===== src/rtl/systolic_job_sequencer.sv =====
// systolic_job_sequencer
//   Runs one matrix-tile job on a 1xN output-stationary systolic array.
//   After a start it clears the accumulators once, then runs cfg_passes
//   K-chunk passes. Each pass is a weight load, an activation stream and a
//   pipeline drain. Finally it settles the outputs and pulses done.
//
// Ports
//   clk, reset            clock, asynchronous active-high reset
//   start, abort          job request (accepted in IDLE only) / cancel job
//   cfg_passes            number of K-chunk passes (0 = clear only)
//   cfg_shift             result right-shift amount, latched on start
//   cfg_act_base/wet_base buffer start addresses, latched on start
//   buf_ready             buffers hold data for the next pass
//   busy, done            job in progress / one-cycle completion pulse
//   act_rd_en/addr        activation buffer read strobe and address
//   wet_rd_en/addr        weight buffer read strobe and address
//   PE_*                  array control pins
//
// Every output is a flop loaded from the decode of the next state, so the
// outputs line up with the state register without any combinational path.
// In IDLE all outputs except PE_res_shift_num are 0.
module systolic_job_sequencer #(
  parameter int BN_NUM   = 10,
  parameter int ACCU_NUM = 5,
  parameter int ADDR_W   = 10,
  parameter int CNT_W    = 8
) (
  input  logic              clk,
  input  logic              reset,
  input  logic              start,
  input  logic              abort,
  input  logic [CNT_W-1:0]  cfg_passes,
  input  logic [7:0]        cfg_shift,
  input  logic [ADDR_W-1:0] cfg_act_base,
  input  logic [ADDR_W-1:0] cfg_wet_base,
  input  logic              buf_ready,
  output logic              busy,
  output logic              done,
  output logic              act_rd_en,
  output logic [ADDR_W-1:0] act_rd_addr,
  output logic              wet_rd_en,
  output logic [ADDR_W-1:0] wet_rd_addr,
  output logic              PE_clear_acc,
  output logic              PE_mac_enable,
  output logic              PE_weight_partial_sel,
  output logic [7:0]        PE_res_shift_num
);

  localparam int DRAIN_LEN = ACCU_NUM + BN_NUM + 2;
  localparam int PH_W      = $clog2(DRAIN_LEN + 1);

  typedef enum logic [2:0] {
    S_IDLE, S_CLEAR, S_GAP, S_LOAD_W, S_STREAM, S_DRAIN, S_FIN, S_DONE
  } state_t;

  state_t            state_reg, state_next;
  logic [PH_W-1:0]   phase_cnt_reg;
  logic [CNT_W-1:0]  pass_cnt_reg;
  logic [CNT_W-1:0]  passes_reg;
  logic              accept;
  logic              last_pass;
  state_t            pass_entry;

  logic busy_next, done_next, act_en_next, wet_en_next;
  logic clear_next, mac_next, sel_next;

  always_ff @(posedge clk or posedge reset) begin
    if (reset) begin
      state_reg <= S_IDLE;
    end else begin
      state_reg <= state_next;
    end
  end

  always_comb begin
    state_next = state_reg;
    accept     = (state_reg == S_IDLE) && start && !abort;
    // pass_cnt_reg counts finished passes; compare before it increments so
    // a pass count of 2^CNT_W-1 never needs a wider counter.
    last_pass  = (CNT_W'(pass_cnt_reg + 1'b1) == passes_reg);
    // A pass entry with data already available skips the GAP state entirely,
    // so back-to-back passes cost no idle cycle.
    pass_entry = buf_ready ? S_LOAD_W : S_GAP;

    case (state_reg)
      S_IDLE:   if (accept) state_next = S_CLEAR;
      S_CLEAR:  state_next = (passes_reg == '0) ? S_FIN : pass_entry;
      S_GAP:    if (buf_ready) state_next = S_LOAD_W;
      S_LOAD_W: if (phase_cnt_reg == PH_W'(ACCU_NUM - 1)) state_next = S_STREAM;
      S_STREAM: if (phase_cnt_reg == PH_W'(BN_NUM - 1)) state_next = S_DRAIN;
      S_DRAIN:  if (phase_cnt_reg == PH_W'(DRAIN_LEN - 1))
                  state_next = last_pass ? S_FIN : pass_entry;
      S_FIN:    if (phase_cnt_reg == PH_W'(1)) state_next = S_DONE;
      S_DONE:   state_next = S_IDLE;
      default:  state_next = S_IDLE;
    endcase

    if (abort && (state_reg != S_IDLE)) state_next = S_IDLE;

    busy_next   = (state_next != S_IDLE);
    done_next   = (state_next == S_DONE);
    clear_next  = (state_next == S_CLEAR);
    act_en_next = (state_next == S_STREAM);
    wet_en_next = (state_next == S_LOAD_W) || (state_next == S_STREAM);
    mac_next    = (state_next == S_LOAD_W) || (state_next == S_STREAM) ||
                  (state_next == S_DRAIN);
    sel_next    = (state_next == S_STREAM) || (state_next == S_DRAIN);
  end

  // Phase timer, pass counter and latched job configuration.
  always_ff @(posedge clk or posedge reset) begin
    if (reset) begin
      phase_cnt_reg    <= '0;
      pass_cnt_reg     <= '0;
      passes_reg       <= '0;
      PE_res_shift_num <= '0;
    end else begin
      phase_cnt_reg <= (state_next != state_reg) ? '0 : phase_cnt_reg + 1'b1;
      if (state_next == S_IDLE) begin
        pass_cnt_reg <= '0;
      end else if ((state_reg == S_DRAIN) && (state_next != S_DRAIN)) begin
        pass_cnt_reg <= pass_cnt_reg + 1'b1;
      end
      if (accept) begin
        passes_reg       <= cfg_passes;
        PE_res_shift_num <= cfg_shift;
      end
    end
  end

  // Registered outputs. Addresses advance after each strobed cycle and wrap
  // naturally; they persist across passes and return to 0 in IDLE.
  always_ff @(posedge clk or posedge reset) begin
    if (reset) begin
      busy                  <= 1'b0;
      done                  <= 1'b0;
      act_rd_en             <= 1'b0;
      wet_rd_en             <= 1'b0;
      PE_clear_acc          <= 1'b0;
      PE_mac_enable         <= 1'b0;
      PE_weight_partial_sel <= 1'b0;
      act_rd_addr           <= '0;
      wet_rd_addr           <= '0;
    end else begin
      busy                  <= busy_next;
      done                  <= done_next;
      act_rd_en             <= act_en_next;
      wet_rd_en             <= wet_en_next;
      PE_clear_acc          <= clear_next;
      PE_mac_enable         <= mac_next;
      PE_weight_partial_sel <= sel_next;
      if (state_next == S_IDLE) begin
        act_rd_addr <= '0;
        wet_rd_addr <= '0;
      end else if (accept) begin
        act_rd_addr <= cfg_act_base;
        wet_rd_addr <= cfg_wet_base;
      end else begin
        if (act_rd_en) act_rd_addr <= act_rd_addr + 1'b1;
        if (wet_rd_en) wet_rd_addr <= wet_rd_addr + 1'b1;
      end
    end
  end

endmodule

===== config.mk =====
export PLATFORM = sky130hd
export DESIGN_NAME = systolic_job_sequencer
export DESIGN_NICKNAME = d
export VERILOG_FILES = /design/src/rtl/systolic_job_sequencer.sv
export SDC_FILE = /design/constraint.sdc
export NUM_CORES = 1
export LEC_CHECK = 0
export CORE_MARGIN = 3
export CORE_UTILIZATION = 30
export DETAILED_ROUTE_END_ITERATION = 8
export PLACE_DENSITY_LB_ADDON = 0.05
export SYNTH_ARGS = -nofsm -noshare
export SYNTH_HDL_FRONTEND = slang
export SYNTH_SLANG_ARGS = --single-unit

===== constraint.sdc =====
create_clock -name clk -period 2.63 [get_ports clk]
set_input_delay 0.526 -clock clk [delete_from_list [all_inputs] [get_ports clk]]
set_output_delay 0.526 -clock clk [all_outputs]
set_load 0.05 [all_outputs]

Word-level counts from Yosys, hierarchy flattened --
Cells that the tools add are included. W data, S select, Z words.
Word-level totals: register bits 59, input bits 41, word-level logic and storage cells 73
Cells by class: $add $sub $neg 4, equality and inequality tests 19, muxes and demuxes 20, reductions and logical operators 16
Operator list (count):
- $mux W10 | 6
- $mux W3 | 9
- $pmux W3 S8 | 1
- $eq A3 B3 Y1 const B | 7
- $add A10 B1 Y10 const B | 2
- $mux W8 | 2
- $reduce_bool A3 Y1 | 4
- $eq A3 B2 Y1 const B | 3
- $add A8 B1 Y8 const B | 1
- $eq A8 B8 Y1 | 1
- $logic_not A8 Y1 | 1
- $eq A3 B1 Y1 const B | 2
- $logic_not A3 Y1 | 2
- $add A5 B1 Y5 const B | 1
- $eq A5 B1 Y1 const B | 1
- $eq A5 B3 Y1 const B | 1
- $eq A5 B4 Y1 const B | 1
- $eq A5 B5 Y1 const B | 1
- $mux W5 | 1
- $logic_and A1 B1 Y1 | 4
- $logic_or A1 B1 Y1 | 3
- $ne A3 B3 Y1 | 1
- $ne A3 B3 Y1 const B | 1
- $reduce_bool A2 Y1 | 1
- other kinds (2) | 2

Logic depth before layout (Yosys ltp) --
depth after elaboration 10, mapped depth 11, mapped depth without buffers 9

Least setup slack after synthesis --
Ideal clock, no wire load.
path kind flip-flop to flip-flop, start register phase_cnt_reg[0], end register pass_cnt_reg[3], library setup time 0.079 ns, arrival 2.308 ns, data required time 2.551 ns, slack 0.243 ns, stages on the path, launching flop included 11, path buffers 1, period minus slack after synthesis 2.387 ns, cell sequence dfrtp_1 > inv_1 > ha_1 > or3b_2 > a211oi_1 > a2bb2oi_1 > nand3_1 > a21bo_1 > buf_6 > a211oi_1 > mux2i_1
On the way: cells in the longest elaborated chain, start to end 7
Ends and longest elaborated chain:
- start: declaration | RTL line 57 | logic [PH_W-1:0] phase_cnt_reg;
- start signal: assignment | RTL line 118 | phase_cnt_reg <= (state_next != state_reg) ? '0 : phase_cnt_reg + 1'b1;
- $eq A5 B1 Y1, or another cell as far along | RTL line 93 | S_FIN: if (phase_cnt_reg == PH_W'(1)) state_next = S_DONE;
- $mux W3 (on tied branches)
- $pmux W3 S8 * | RTL line 85 | case (state_reg)
- $mux W3 * | RTL line 98 | if (abort && (state_reg != S_IDLE)) state_next = S_IDLE;
- named net state_next[0] | RTL line 56 | state_t state_reg, state_next;
- $ne A3 B3 Y1 | RTL line 121 | end else if ((state_reg == S_DRAIN) && (state_next != S_DRAIN)) begin
- $logic_and A1 B1 Y1 | RTL line 121
- $reduce_bool A2 Y1 (no source line)
- end signal: assignment | RTL line 122 | pass_cnt_reg <= pass_cnt_reg + 1'b1;
- end: declaration | RTL line 58 | logic [CNT_W-1:0] pass_cnt_reg;
The timed path passes the listed nets; every way through them passes the cells marked *. A chain may end at the register's enable or synchronous reset.

Worst setup path after layout --
start register pass_cnt_reg[6], end register phase_cnt_reg[0]
On the way: cells in the longest elaborated chain, start to end 8
Ends and longest elaborated chain:
- $add A8 B1 Y8 | RTL line 80 | last_pass = (CNT_W'(pass_cnt_reg + 1'b1) == passes_reg);
- $eq A8 B8 Y1 | RTL line 80
- $mux W3 | RTL line 92 | state_next = last_pass ? S_FIN : pass_entry;
- $mux W3 | RTL line 91 | S_DRAIN: if (phase_cnt_reg == PH_W'(DRAIN_LEN - 1))
- $pmux W3 S8 | RTL line 85
- $mux W3 | RTL line 98
- $ne A3 B3 Y1 | RTL line 118
- $mux W5 | RTL line 118
Every way passes these cells.

==> impl_metrics.ini <==
[status]
outcome = finished, final reports clean

[detailed_routing]
dr.pass1.iters = 4
top_layer = met4
wl_met3_microns = 442
via_per_inst = 4.86
wl_met1_microns = 4070
drc = 0
postRouteWirelength_microns = 8770
num_vias = 2875
wl_met2_microns = 4100
dr.first_iter.drc_count = 95
routedWlPerCell_microns = 14.8
antenna_left = 0

[placement]
io_buffers = 75
dp.cells = 571
place_hpwl_microns = 6180
gp_congestion = 0.812
place_area_sq_um = 4370

[floorplanning]
io_pins = 76
dieArea_sq_um = 12300
rows = 37
die_h_microns = 111
die_w_microns = 111
start_util_pct = 31.5
coreArea_sq_um = 10500

[yosys]
synth_top_area_cell = dfrtp_1
synth_nets = 401
synth_area_sq_um = 3310
synth.avg_cell_area_sq_um = 9.34
yosysWarnings = 0
synth_top_area_share_pct = 44.6
ys_ff_latch = 59
synth_edf_count = 0
synthesis.instances = 354
ys_async_sr_fraction_pct = 100
ys_seq_area_share_pct = 44.6
synthTopCellsByArea = dfrtp_1, nand2_1, a211oi_1
synth_cell_types = 50
synthFlopType = dfrtp_1

[setup_path]
critical_path_class = flop to flop
worstPathArrival_ns = 2.77
critPathMaxFanout = 5
end_kind = flop
critPathLaunchType = flop
worst-endpoint-required_ns = 2.86

[clocking]
path_clk_slew_ns = 0.06
htree_levels = 3
cts_root_buf = clkbuf_8
clk_latency_ns = 0.34
cts_buffers = 9
clockBufferDepth = 2
cts_tree = built
numClockSinks = 59

[finish]
reg_top3 = act_rd_addr: 10 flops, wet_rd_addr: 10 flops
layout_common_cells = clkdlybuf4s50_1, nand2_1, dfrtp_1, nor2_1, buf_4
drive_gt1_share_pct = 15.1
final_common_cell = clkdlybuf4s50_1
area_delta_synth_final_pct = 42.4
final_area_sq_um = 4710
stdcell_count = 592
diodes = 0
final_net_count = 499
utilization_pct = 44.8

[sta]
setup_tns_ns = 0
worstMarginPinSlew_ns = 0.589
finalSetupViolations = 0
max_freq_mhz = 393
post-route-period-util_pct = 96.6
layout_min_cycle_time_ns = 2.54
slew-limit-headroom_pct = 60.4
finalHoldViolCount = 0
holdWs_ns = 0.476
rsz0062_at_grt = yes
drv_slew = 0
finClkSkew_ns = 0.00687

[hold_path]
hold_path.class = flop to flop

[pwr]
sw_frac_of_total_pct = 46.5
comb_power_share_pct = 55.4
leakagePower_nw = 1.97
power.internal_mw = 2.93
peakVddDrop_uv = 516
p_sw_mw = 2.55
pwr-share-clk_pct = 16.4
pwr-share-seq_pct = 28.3
powerDensity_nw_per_um2 = 1160

[job]
maxCapViolCount = 0

[grt]
grt_pass1_vias = 2843
grt-ovfl-total = 0
antenna_found_initial = 0
grt_use_total_pct = 14.3
grt_pass1_wl_microns = 14500
grt_max_degree = 57
==> synthesized netlist by cell type (all sizes together) (2+ instances only) <==
| cell type | count |
|---|---|
| a21oi | 5 |
| nor2 | 34 |
| nand2 | 68 |
| a21boi | 3 |
| o211ai | 2 |
| mux2i | 10 |
| o21ai | 14 |
| ha | 6 |
| xnor2 | 12 |
| o21bai | 6 |
| xor2 | 20 |
| nor3 | 2 |
| and3 | 3 |
| dfrtp | 59 |
| nand2b | 4 |
| nand4 | 9 |
| nand3 | 9 |
| a2111oi | 2 |
| a211oi | 25 |
| buf | 10 |
| clkbuf | 9 |
| nor4 | 10 |
| inv | 10 |
| nor2b | 3 |
==> path summary, 6_finish.rpt <==
check,startpoint,end,slack [ns],depth (start not counted)
worst min-delay path,PE_res_shift_num[5]$_DFFE_PP0P_,PE_res_shift_num[5]$_DFFE_PP0P_,0.48,2
worst min register to register,PE_res_shift_num[5]$_DFFE_PP0P_,PE_res_shift_num[5]$_DFFE_PP0P_,0.48,2
max in group asynchronous,reset,passes_reg[2]$_DFFE_PP0P_,1.57,3
worst max register to register,pass_cnt_reg[6]$_DFFE_PP0P_,phase_cnt_reg[0]$_DFF_PP0_,0.09,9
min in group asynchronous,reset,PE_weight_partial_sel$_DFF_PP0_,0.49,2
worst max-delay path,pass_cnt_reg[6]$_DFFE_PP0P_,phase_cnt_reg[0]$_DFF_PP0_,0.09,9
==> critical path: stages, from the launching register on <==
cell,delay [ns]
dfrtp_1,0.37
nand4_1,0.17
or3_4,0.41
a2111oi_4,0.37
o221ai_2,0.17
buf_4,0.18
a211oi_4,0.26
buf_6,0.15
nor2b_2,0.08
nor4_1,0.28
==> per-stage QoR <==
step	power (mW)	setup WS, ns
2_1_floorplan	3.46	0.243
3_3_place_gp	4.50	-0.0367
3_5_place_dp	4.51	-0.0823
4_1_cts	5.45	0.0170
5_1_grt	5.85	-0.0297
6_report	5.48	0.0883
==> layer usage <==
metal,track usage (%),vias up
met1,19.3,1362
met5,0,-
met4,5.17,0
met3,3.49,13
li1,-,1430
met2,22.2,70
==> cell families (layout without fill, tap and decap cells) <==
family	Yosys count	in the layout	synth area share, %
adder cells (fa/ha/maj)	6	6	2.27
AND/OR/NAND/NOR	151	151	21.9
flip-flops	59	59	44.6
buffers and inverters	30	132	4.09
AO/OA/AOI/OAI	66	66	15.4
multiplexers	10	10	3.03
XOR/XNOR	32	32	8.70
==> area by class of cell <==
class	instances	area [sq um]
inverters	11	41.3
clock buffers	14	183
multi-input cells	265	1770
fillers	1061	5800
flip-flops and latches	59	1480
well taps	136	170
repair buffers	106	1040
clock inverters	1	30.0
==> power by group through the flow <==
| stage | sequential [mW] | combinational (mW) | clock (mW) |
|---|---|---|---|
| after detailed placement | 1.57 | 2.94 | 0 |
| final | 1.55 | 3.04 | 0.897 |
| after global placement | 1.57 | 2.93 | 0 |
| after global routing | 1.61 | 3.27 | 0.958 |
| after floorplan | 2.28 | 1.18 | 0 |
| after CTS | 1.56 | 2.96 | 0.927 |
==> repair_timing <==
action	4_1_cts	5_1_grt
hold buffers	0	0
endpoints found under the setup margin	10	27
buffers inserted	0	6
pin swaps	0	8
gates resized for setup	3	12
Power figures use the tool's default switching activity.
